==> config.mk <==
export PLATFORM = sky130hd
export DESIGN_NAME = cdb_arbiter
export DESIGN_NICKNAME = d
export VERILOG_FILES = /design/src/rtl/cdb_arbiter.sv
export SDC_FILE = /design/constraint.sdc
export NUM_CORES = 1
export LEC_CHECK = 0
export ABC_AREA = 1
export BUFFER_PORTS_ARGS = -buffer_cell sky130_fd_sc_hd__buf_4
export CAP_MARGIN = 30
export CORE_MARGIN = 4
export CORE_UTILIZATION = 47
export DETAILED_ROUTE_END_ITERATION = 10
export PLACE_DENSITY = 0.77
export SLEW_MARGIN = 40
export SYNTH_ARGS = -nofsm -noshare
export SYNTH_HDL_FRONTEND = slang
export SYNTH_SLANG_ARGS = --single-unit
==> constraint.sdc <==
create_clock -name clk -period 2.66 [get_ports clk]
set_input_delay 0.532 -clock clk [delete_from_list [all_inputs] [get_ports clk]]
set_output_delay 0.532 -clock clk [all_outputs]
set_load 0.02 [all_outputs]
==> src/rtl/cdb_arbiter.sv <==
// Round-robin common-data-bus arbiter: picks one completed reservation station
// per cycle and drives a registered selection/sel_load/grant triple.
module cdb_arbiter #(
    parameter int unsigned NUM_REQ = 8,
    parameter int unsigned ID_BASE = 1
) (
    input  logic               clk,
    input  logic               reset,
    input  logic [NUM_REQ-1:0] complete,
    input  logic               stall,
    input  logic               flush,
    output logic [31:0]        selection,
    output logic               sel_load,
    output logic [NUM_REQ-1:0] grant
);

    localparam int unsigned PTR_W   = (NUM_REQ > 1) ? $clog2(NUM_REQ) : 1;
    localparam int unsigned LAST_IX = NUM_REQ - 1;

    logic [PTR_W-1:0]   ptr;
    logic [PTR_W-1:0]   ptr_nxt;
    logic [31:0]        selection_nxt;
    logic               sel_load_nxt;
    logic [NUM_REQ-1:0] grant_nxt;

    logic [NUM_REQ-1:0] elig;
    logic               pick_vld;
    logic [PTR_W-1:0]   pick_idx;

    // The station currently broadcasting still shows complete; keep it out of the race.
    assign elig = complete & ~grant;

    // First eligible requester scanning from ptr upward with wrap-around.
    always_comb begin
        int unsigned pos;
        pick_vld = 1'b0;
        pick_idx = '0;
        for (int unsigned i = 0; i < NUM_REQ; i++) begin
            pos = 32'(ptr) + i;
            if (pos >= NUM_REQ) begin
                pos = pos - NUM_REQ;
            end
            if (!pick_vld && elig[PTR_W'(pos)]) begin
                pick_vld = 1'b1;
                pick_idx = PTR_W'(pos);
            end
        end
    end

    // Next-state and next-output selection; flush outranks stall, stall outranks a pick.
    always_comb begin
        ptr_nxt       = ptr;
        selection_nxt = '0;
        sel_load_nxt  = 1'b0;
        grant_nxt     = '0;
        if (flush) begin
            ptr_nxt = '0;
        end else if (!stall && pick_vld) begin
            selection_nxt       = ID_BASE + 32'(pick_idx);
            sel_load_nxt        = 1'b1;
            grant_nxt[pick_idx] = 1'b1;
            if (32'(pick_idx) == LAST_IX) begin
                ptr_nxt = '0;
            end else begin
                ptr_nxt = PTR_W'(32'(pick_idx) + 32'd1);
            end
        end
    end

    always_ff @(posedge clk or posedge reset) begin
        if (reset) begin
            ptr       <= '0;
            selection <= '0;
            sel_load  <= 1'b0;
            grant     <= '0;
        end else begin
            ptr       <= ptr_nxt;
            selection <= selection_nxt;
            sel_load  <= sel_load_nxt;
            grant     <= grant_nxt;
        end
    end

endmodule

=== Word level (Yosys, flattened, before mapping) ===
Cells that the tools add are included.

* Flip-flop bits (word level): 44
* Input port bits: 12
* Output and inout port bits: 41
* Logic and storage cells: 110

* Add/sub/neg operators: 16
* $lt $le $gt $ge: 18
* Equal/unequal tests: 1
* Muxes and demuxes: 51
* Bitwise gates (word level): 2
* Reductions and logical operators: 18

{| class="wikitable"
|+ Operators with widths
! operator !! number
|-
| $mux 3 || 19
|-
| $lt 3x4->1 const B || 9
|-
| $ge 4x4->1 const B || 7
|-
| $bmux 1 s3 || 8
|-
| $sub 3x1->3 const B || 8
|-
| $mux 1 || 19
|-
| $add 3x3->4 const B || 4
|-
| $mux 8 || 2
|-
| $logic_and 1x1->1 || 9
|-
| $add 3x1->4 const B || 2
|-
| $add 3x2->4 const B || 2
|-
| $and 8x8->8 || 1
|-
| $logic_not 1->1 || 8
|-
| $mux 4 || 2
|-
| $not 8->8 || 1
|-
| $ge 3x4->1 const B || 1
|-
| $demux 1 s3 || 1
|-
| $eq 3x3->1 const B || 1
|-
| $ge 3x1->1 const B || 1
|-
| $reduce_bool 2->1 || 1
|}

=== Depth between registers and ports, before layout ===
Gate-level depths: netlist of the first run.

* Word-level depth: 32
* Gate-level depth with buffers: 20

=== Worst setup path before layout of the first run ===
OpenSTA, ideal clock, no wires.

* Path kind: register -> register
* Start point: register ptr[0]
* End point: register ptr[2]
* Arrival: 2546 ps
* Required time: 2534 ps
* Path slack: -12 ps
* Cell stages (with the launch flop): 20
* Buffers on the path: 1
* Clock period less this slack: 2672 ps
* Path through: dfrtp_1 inv_2 buf_6 ha_1 inv_1 nand3_1 nand2_1 nand2_1 nand2_2 clkinv_1 nand4_1 inv_1 nor2_1 nand2_1 nor2_1 nand3_2 ha_1 ha_1 inv_1 o21ai_0

* Cells in the longest elaborated chain, start to end: 30

{| class="wikitable"
|+ Ends and longest elaborated chain
! element !! line !! RTL
|-
| start, declared || 20 || <nowiki>logic [PTR_W-1:0] ptr;</nowiki>
|-
| start signal, assigned || 77 || <nowiki>ptr <= ptr_nxt;</nowiki>
|-
| parallel branches: the longest is 30 deep, another holds $add 3x1->4 || -- ||
|}

Several ways; the timed one is not identified. The select of a mux whose other input is x is not followed.
A chain may end at the register's enable or synchronous reset.

=== Final worst setup path of the first run ===
* Start point: register ptr[1]
* End point: register ptr[2]

Same word-level chain as after synthesis.

==> flow_summary_export.csv, run 1 <==
group,metric,value,unit
run_status,outcome,"finished, final reports clean",
detailed_routing,wl_per_cell,13.3,um
finish,fin_util,61.4,%
finish,drive_gt1_share,39.5,%
finish,final_cell_mix,"42 x buf_4, 36 x nand2_1, 31 x inv_1",
critical_path,worstPathRequired,2.84,ns
critical_path,reg2reg_slack,0.12,ns
timing,setup_violations,0,
critical_path,cp_slowest_cell,"dfrtp_2",
global_route,grt_pass1_vias,1407,
clock_network,worstSkewPairLatency,0.28,ns
timing,hold_viol_final,0,
finish,area_delta_synth_final,23.9,%
floorplanning,start_util,49.6,%
placement,hpwl,3.30,mm
critical_path,start_kind,"register",
clock_network,htreeDepth,1,
synth,ys_types,30,
synth,synth_top_area_share,22.2,%
floorplanning,dieHeight,68.0,um
placement,gp_congestion,0.889,
clock_network,cts.path.max_buffers,2,
timing,period_needed,2.54,ns
clock_network,root_buffer,"clkbuf_4",
synth,synth_area_leaders,"dfrtp_1 22%, nand3_1 14%, buf_4 13%",
synth,ys_seq_elements,15,
floorplanning,die_x,68.0,um
timing,maxSlewHeadroom,64.1,%
detailed_routing,wl_met2,2.25,mm
finish,stdcell_count,332,
detailed_routing,ant_nets,0,
detailed_routing,dr_total_vias,1693,
detailed_routing,drt-total-wl,4.43,mm
synth,ys_warn_count,0,
floorplanning,io_pins,53,
critical_path,path_class,"reg2reg",
critical_path,cp_max_fo,4,
critical_path,rr_endpoint,"ptr[2]$_DFFE_PP0P_",
global_route,gr-total-overflow,0,
clock_network,cts_buffers,3,
detailed_routing,wl_met1,1.76,mm
detailed_routing,drcViolationCount,0,
timing,worst_pin_slew,0.537,ns
global_route,grt_first_pass_wirelength,6.21,mm
floorplanning,dieArea,4630,um2
detailed_routing,vias_per_cell,5.10,
floorplanning,core,3420,um2
synth,synth_top_area_cell,"dfrtp_1",
timing,fin_crit_sh,95.5,%
critical_path,critical_path.endpoint_type,"register",
critical_path,worstRegToRegCells,16,
detailed_routing,drtIter0Drc,129,
clock_network,cts_sinks,15,
critical_path,rr_startpoint,"ptr[1]$_DFFE_PP0P_",
placement,placed_cells,319,
detailed_routing,first_pass_iters,4,
clock_network,path_clk_slew,0.09,ns
hold_path,hold_class,"in2async",
finish,nets,303,
timing,slew_viol_final,0,
critical_path,worst-endpoint-arrival,2.72,ns
timing,finClkSkew,0.000752,ns
synth,syn_avg_cell_area,6.91,um2
finish,antennaDiodeCount,0,
global_route,grt_max_degree,16,
synth,yosysSeqAreaShare,22.2,%
critical_path,cp_slowest_stage_delay,0.45,ns
clock_network,tritoncts,"done",
timing,fmax,0.394,GHz
finish,final_common_cell,"buf_4",
detailed_routing,met3WireLength,309,um
placement,port-buffer-count,24,
synth,syn_inst,245,
job,cap_violations,0,
detailed_routing,routed.top_layer,"met4",
global_route,grt_antenna_before_repair,0,
critical_path,cpMostUsedCell,"nand2_1",
critical_path,path_cells,"ha_2 -> xor2_2 -> buf_4 -> nand3_2 -> nand2_4 -> nand3_1 -> nand2_1 -> nand2_1 -> nor2_1 -> nand2_1 -> nor2_2 -> nand3_2 -> ha_1 -> ha_1 -> inv_1 -> o21ai_1",
floorplanning,num_rows,21,
synth,synth.cell_area,1690,um2
global_route,gr-usage-all-layers,17.2,%
metrics by stage:
step	instance area, um2	setup slack [ns]	hold WS (ns)	setup TNS [ns]
2_1_floorplan	1790	0.0489	0.433	0
3_3_place_gp	1850	-0.000853	0.602	-0.000853
3_5_place_dp	1850	-0.0780	0.612	-0.100
4_1_cts	1910	0.0288	0.294	0
5_1_grt	2100	-0.0615	0.305	-0.155
6_report	2100	0.120	0.280	0
cells by family after synthesis:
kind of cell	after synthesis	share of synthesized area, %
AND/OR/NAND/NOR	144	46.3
other	1	0.222
adder cells (fa/ha/maj)	4	2.96
AO/OA/AOI/OAI	8	2.96
buffers and inverters	70	23.4
flip-flops	15	22.2
XOR/XNOR	3	2.00
per-layer routing:
metal | track usage [%] | up-vias
li1 | - | 813
met1 | 23.0 | 778
met2 | 29.6 | 91
met3 | 1.64 | 11
met4 | 4.22 | 0
met5 | 0 | -
worst max-delay path: cells and delay by family, from the launching register on:
family	cells	cell delay [ns]
flops	1	0.45
compound gates	1	0.07
simple gates	9	0.81
fa+ha+maj	3	0.68
buf+inv	2	0.22
xor+xnor	1	0.19
layout make-up:
type	instances	area, um2
Clock buffer	3	22.5
Tap cell	46	57.6
Clock inverter	1	7.51
Multi-Input combinational cell	187	1160
Inverter	37	141
Timing Repair Buffer	43	327
Fill cell	286	1320
Sequential cell	15	378
registers in the layout, indices dropped and copies added, names as in the netlist:
| register | cells |
|---|---|
| selection | 4 |
| sel_load | 1 |
| grant | 7 |
| ptr | 3 |
timing repair:
item / 4_1_cts / 5_1_grt
pin swaps: 3 / 15
hold buffers: 0 / 0
endpoints found under the setup margin: 3 / 5
setup buffers: 4 / 5
gates resized for setup: 2 / 37
synthesized netlist by cell type:
master    number
xor2_1         1
nor2_8         2
nand4_1        4
nand2_1       44
nand4_2        1
nand3_1       46
buf_2          1
o21ai_0        3
inv_1         32
nor2_2         1
o21ai_1        2
nand3_2       14
xor2_2         1
nand2_4        1
conb_1         1
buf_4         29
nor2_1        22
xnor2_1        1
inv_2          4
o21bai_2       1
ha_1           4
dfrtp_1       15
nand3b_1       1
nand4_4        1
nor3_1         1
buf_6          3
nand2_2        6
o21bai_1       1
o22ai_1        1
clkinv_1       1
how the worst max path moves through the flow:
stage | from | to | cells after the start | slack [ns]
finish | ptr[1]$_DFFE_PP0P_ | ptr[2]$_DFFE_PP0P_ | 16 | 0.12
CTS | ptr[1]$_DFFE_PP0P_ | ptr[2]$_DFFE_PP0P_ | 16 | 0.03
detailed placement | ptr[1]$_DFFE_PP0P_ | ptr[2]$_DFFE_PP0P_ | 16 | -0.08
global route | ptr[0]$_DFFE_PP0P_ | ptr[2]$_DFFE_PP0P_ | 18 | -0.06
global placement | ptr[1]$_DFFE_PP0P_ | ptr[2]$_DFFE_PP0P_ | 16 | -0.0009
floorplan | ptr[0]$_DFFE_PP0P_ | ptr[2]$_DFFE_PP0P_ | 19 | 0.05
Power of run 1 is left out: the tool's default activity adds up to more than one toggle a clock period on the data nets, which glitch-free logic cannot reach.
==> run 2, diff against run 1 <==
Settings changed: CORE_UTILIZATION 47 to 40, PLACE_DENSITY 0.77 to 0.68.
==> run 2 against run 1 <==
Compared with the run above: global-route usage shrank 1.1 points; clock skew is 0.0023 ns higher; first-iteration DRC count shrank 36%.
==> flow_summary_export.csv, run 2 (synthesized netlist as in run 1, its figures left out) <==
group,metric,value,unit
placement,port-buffer-count,24,
critical_path,path_class,"reg2reg",
global_route,grt_max_degree,16,
timing,hold_viol_final,0,
finish,top_register,"grant",
critical_path,cp_slowest_stage_delay,0.39,ns
detailed_routing,first_pass_iters,4,
global_route,gr-usage-all-layers,16.1,%
floorplanning,start_util,41.7,%
detailed_routing,drcViolationCount,0,
finish,drive_gt1_share,37.3,%
detailed_routing,vias_per_cell,4.86,
clock_network,cts_sinks,15,
critical_path,critical_path.endpoint_type,"register",
clock_network,cts_buffers,3,
detailed_routing,drt-total-wl,4.38,mm
finish,final_common_cell,"buf_4",
critical_path,start_kind,"register",
run_status,outcome,"finished, final reports clean",
detailed_routing,drtIter0Drc,82,
critical_path,cp_slowest_cell,"dfrtp_1",
finish,area_delta_synth_final,24.6,%
global_route,gr-total-overflow,0,
clock_network,htreeDepth,1,
timing,slew_viol_final,0,
critical_path,cp_max_fo,6,
finish,fin_util,52.0,%
finish,seqCellArea,377,um2
finish,final_cell_mix,"40 x buf_4, 35 x nand2_1, 31 x inv_1, 31 x nand3_1, 28 x conb_1",
floorplanning,core,4060,um2
timing,worst_pin_slew,0.584,ns
finish,top_regs,"grant (7), selection (4), ptr (3)",
critical_path,worst-endpoint-arrival,2.64,ns
clock_network,path_clk_slew,0.07,ns
critical_path,reg2reg_slack,0.17,ns
timing,setup_violations,0,
timing,fmax,0.402,GHz
job,cap_violations,0,
critical_path,rr_startpoint,"ptr[1]$_DFFE_PP0P_",
placement,gp_congestion,0.873,
timing,fin_tns_setup,0,ns
global_route,grt_pass1_vias,1517,
timing,period_needed,2.49,ns
timing,fin_ws,0.170,ns
clock_network,cts_hold_buf,0,
hold_path,hold_class,"in2async",
placement,hpwl,3.39,mm
detailed_routing,dr_total_vias,1624,
global_route,grt_first_pass_wirelength,6.78,mm
floorplanning,io_pins,53,
critical_path,path_cells,"inv_2 -> ha_4 -> inv_6 -> nand3_2 -> nand3_4 -> nand2_4 -> nor2_8 -> nand2_2 -> nor2_4 -> nor2_1 -> o21ai_1 -> nand3_2 -> ha_1 -> ha_1 -> inv_1 -> o21ai_1",
finish,largest_reg_flops,7,
critical_path,worstRegToRegCells,16,
clock_network,root_buffer,"clkbuf_8",
critical_path,rr_endpoint,"ptr[2]$_DFFE_PP0P_",
clock_network,worstSkewPairLatency,0.25,ns
finish,multi_input_comb_area,1170,um2
floorplanning,dieArea,5340,um2
timing,fin_hold_ws,0.338,ns
finish,antennaDiodeCount,0,
clock_network,tritoncts,"done",
floorplanning,num_rows,23,
timing,maxSlewHeadroom,61.0,%
finish,nFillCells,398,
timing,finClkSkew,0.00302,ns
timing,fin_crit_sh,93.6,%
placement,pre_cts_slack,-0.0176,ns
floorplanning,die_x,73.1,um
global_route,grt_antenna_before_repair,0,
critical_path,worstPathRequired,2.81,ns
floorplanning,dieHeight,73.1,um
detailed_routing,ant_nets,0,
detailed_routing,wl_per_cell,13.1,um
finish,nets,301,
clock_network,cts.path.max_buffers,2,
-- run 2: cell count changes in the layout (fill, tap and decap cells not counted), moves of 3 or more --
cell,change
nand3_4,+3
clkbuf_8,+3
nand3_2,-4
clkbuf_4,-3
-- run 2: worst max path at each step --
stage	from	endpoint	slack (ns)	cells past startpoint
5_1_grt	ptr[0]$_DFFE_PP0P_	ptr[2]$_DFFE_PP0P_	-0.005	15
3_3_place_gp	ptr[0]$_DFFE_PP0P_	ptr[2]$_DFFE_PP0P_	0.03	16
4_1_cts	ptr[0]$_DFFE_PP0P_	ptr[2]$_DFFE_PP0P_	0.02	16
6_report	ptr[1]$_DFFE_PP0P_	ptr[2]$_DFFE_PP0P_	0.17	16
2_1_floorplan	ptr[0]$_DFFE_PP0P_	ptr[2]$_DFFE_PP0P_	0.05	19
3_5_place_dp	ptr[0]$_DFFE_PP0P_	ptr[2]$_DFFE_PP0P_	-0.02	16
-- run 2: critical path: cells and delay by family, from the launching register on --
family / cells / cell delay [ns]
buffers and inverters: 3 / 0.23
AOI/OAI and AO/OA: 2 / 0.22
and+or+nand+nor: 8 / 0.78
DFF: 1 / 0.39
adders and majority gates: 3 / 0.73
-- run 2: area by class of cell --
class | count | area share, %
flip-flops and latches | 15 | 17.9
repair buffers | 41 | 14.8
well taps | 50 | 2.97
clock buffers | 3 | 1.96
multi-input cells | 187 | 55.4
inverters | 37 | 6.82
clock inverters | 1 | 0.237
-- run 2: repair_timing --
item,CTS,global route
buffers inserted,1,5
endpoints found under the setup margin,1,5
cloned,0,0
endpoints found under the hold margin,0,0
pin swaps,0,18
gates resized for setup,1,37
-- run 2: routing by layer --
metal | share of wire, % | up-vias | GRT usage (%)
met2 | 50 | 48 | 28.5
met3 | 5.4 | 8 | 3.31
li1 | - | 802 | -
met1 | 43 | 766 | 20.1
met5 | 0 | - | 0
met4 | 0.96 | 0 | 2.66
-- run 2: per-stage QoR --
| stage | cells | cell area, um2 |
|---|---|---|
| detailed placement | 325 | 1870 |
| finish | 334 | 2110 |
| floorplan | 272 | 1790 |
| global route | 334 | 2110 |
| global placement | 325 | 1870 |
| CTS | 330 | 1930 |
Power of run 2 is left out for the same reason.
==> run 3, diff against run 2 <==
Settings changed: PLACE_DENSITY 0.68 to 0.69.
==> run 3 against run 2 <==
Compared with the run above: flip-flop and latch count did not move; die area stayed put; final cell count grew 1.2%; first-iteration DRC count up 34%; core utilization up 1.9 points; routed wire length grew 0.23%; count of clock-buffer cells in the layout stayed put.
==> flow_summary_export.csv, run 3 (synthesized netlist as in run 1, its figures left out) <==
group,metric,value,unit
finish,largest_reg_flops,7,
finish,final_common_cell,"buf_4",
timing,finClkSkew,0.00149,ns
placement,placed_area,1860,um2
detailed_routing,ant_nets,0,
finish,drive_gt1_share,37.8,%
finish,final_area,2190,um2
detailed_routing,dr_total_vias,1635,
floorplanning,io_pins,53,
critical_path,path_class,"reg2reg",
detailed_routing,drcViolationCount,0,
detailed_routing,wl_per_cell,13.0,um
job,cap_violations,0,
timing,setup_violations,0,
floorplanning,dieArea,5340,um2
detailed_routing,drtIter0Drc,110,
critical_path,critical_path.endpoint_type,"register",
run_status,outcome,"finished, final reports clean",
finish,final_cell_mix,"42 x buf_4, 39 x nand2_1, 38 x nand3_1",
floorplanning,dieHeight,73.1,um
floorplanning,num_rows,23,
clock_network,worstSkewPairLatency,0.25,ns
timing,period_needed,2.56,ns
finish,nets,305,
placement,gp_congestion,0.887,
clock_network,cts.path.max_buffers,2,
global_route,gr-total-overflow,0,
timing,fin_crit_sh,96.4,%
hold_path,hold_class,"in2async",
timing,fmax,0.390,GHz
detailed_routing,vias_per_cell,4.84,
placement,hpwl,3.28,mm
critical_path,start_kind,"register",
finish,top_register,"grant",
detailed_routing,first_pass_iters,4,
timing,rsz0062_at_grt,"yes",
placement,port-buffer-count,24,
timing,worst_pin_slew,0.567,ns
critical_path,worstPathRequired,2.84,ns
timing,slew_viol_final,0,
timing,maxSlewHeadroom,62.2,%
global_route,gr-usage-all-layers,15.4,%
global_route,grt_antenna_before_repair,0,
clock_network,cts_sinks,15,
finish,top_regs,"grant (7), selection (4), ptr (3)",
clock_network,cts_buffers,3,
timing,hold_viol_final,0,
global_route,grt_first_pass_wirelength,6.47,mm
critical_path,cp_max_fo,6,
finish,area_delta_synth_final,29.3,%
floorplanning,die_x,73.1,um
critical_path,worst-endpoint-arrival,2.74,ns
global_route,grt_max_degree,16,
detailed_routing,drt-total-wl,4.39,mm
clock_network,path_clk_slew,0.06,ns
clock_network,tritoncts,"done",
clock_network,htreeDepth,1,
floorplanning,core,4060,um2
floorplanning,start_util,41.7,%
clock_network,root_buffer,"clkbuf_8",
global_route,grt_pass1_vias,1485,
finish,antennaDiodeCount,0,
==> run 3: timing repair <==
action	CTS	global route
gates cloned	0	0
buffers inserted	0	10
pin swaps	1	18
hold buffers	0	0
resized for setup	1	45
setup endpoints to repair	1	5
==> run 3: final timing paths <==
check / from / endpoint / slack [ns] / depth (start not counted)
worst max register to register: ptr[0]$_DFFE_PP0P_ / ptr[2]$_DFFE_PP0P_ / 0.1 / 16
max in group asynchronous: reset / ptr[2]$_DFFE_PP0P_ / 1.92 / 2
worst max-delay path: ptr[0]$_DFFE_PP0P_ / ptr[2]$_DFFE_PP0P_ / 0.1 / 16
min in group clk: stall / ptr[2]$_DFFE_PP0P_ / 0.59 / 4
worst min register to register: ptr[2]$_DFFE_PP0P_ / ptr[2]$_DFFE_PP0P_ / 0.74 / 2
worst min-delay path: reset / selection[1]$_DFF_PP0_ / 0.34 / 2
==> run 3: through the flow <==
stage	hold WS, ns	util (%)	TNS [ns]	cells	worst slack (ns)
5_1_grt	0.392	53.9	-0.189	338	-0.0648
3_5_place_dp	0.623	45.9	0	324	0.0115
3_3_place_gp	0.619	45.9	0	324	0.0486
6_report	0.336	53.9	0	338	0.0961
2_1_floorplan	0.433	-	0	272	0.0489
4_1_cts	0.349	47.1	0	328	0.00552
==> run 3: layer usage <==
layer / vias to the layer above / global-route usage [%] / part of all wire (%)
met5: - / 0 / 0
met4: 0 / 3.07 / 0.96
met3: 6 / 3.44 / 7.2
met2: 74 / 26.6 / 51
met1: 736 / 19.5 / 41
li1: 819 / - / -
==> run 3: critical path, cell delays in order, from the launching register on <==
cell and delay (ns):
dfrtp_1 0.44, inv_2 0.09, ha_4 0.28, inv_6 0.10, nand3_4 0.09, nand3_4 0.11, nand2_4 0.08, nor2_8 0.15
nand2_1 0.08, nor2_2 0.12, nor2_1 0.08, o21ai_2 0.17, nand3_4 0.11, ha_4 0.17, ha_4 0.26, inv_4 0.03
o21ai_2 0.11
==> run 3: area by class of cell <==
class	count	area [um2]
fillers	362	1870
multi-input cells	187	1210
flip-flops and latches	15	377
repair buffers	45	349
inverters	37	146
well taps	50	62.6
clock buffers	3	41.3
clock inverters	1	5.00
Power of run 3 is left out for the same reason.
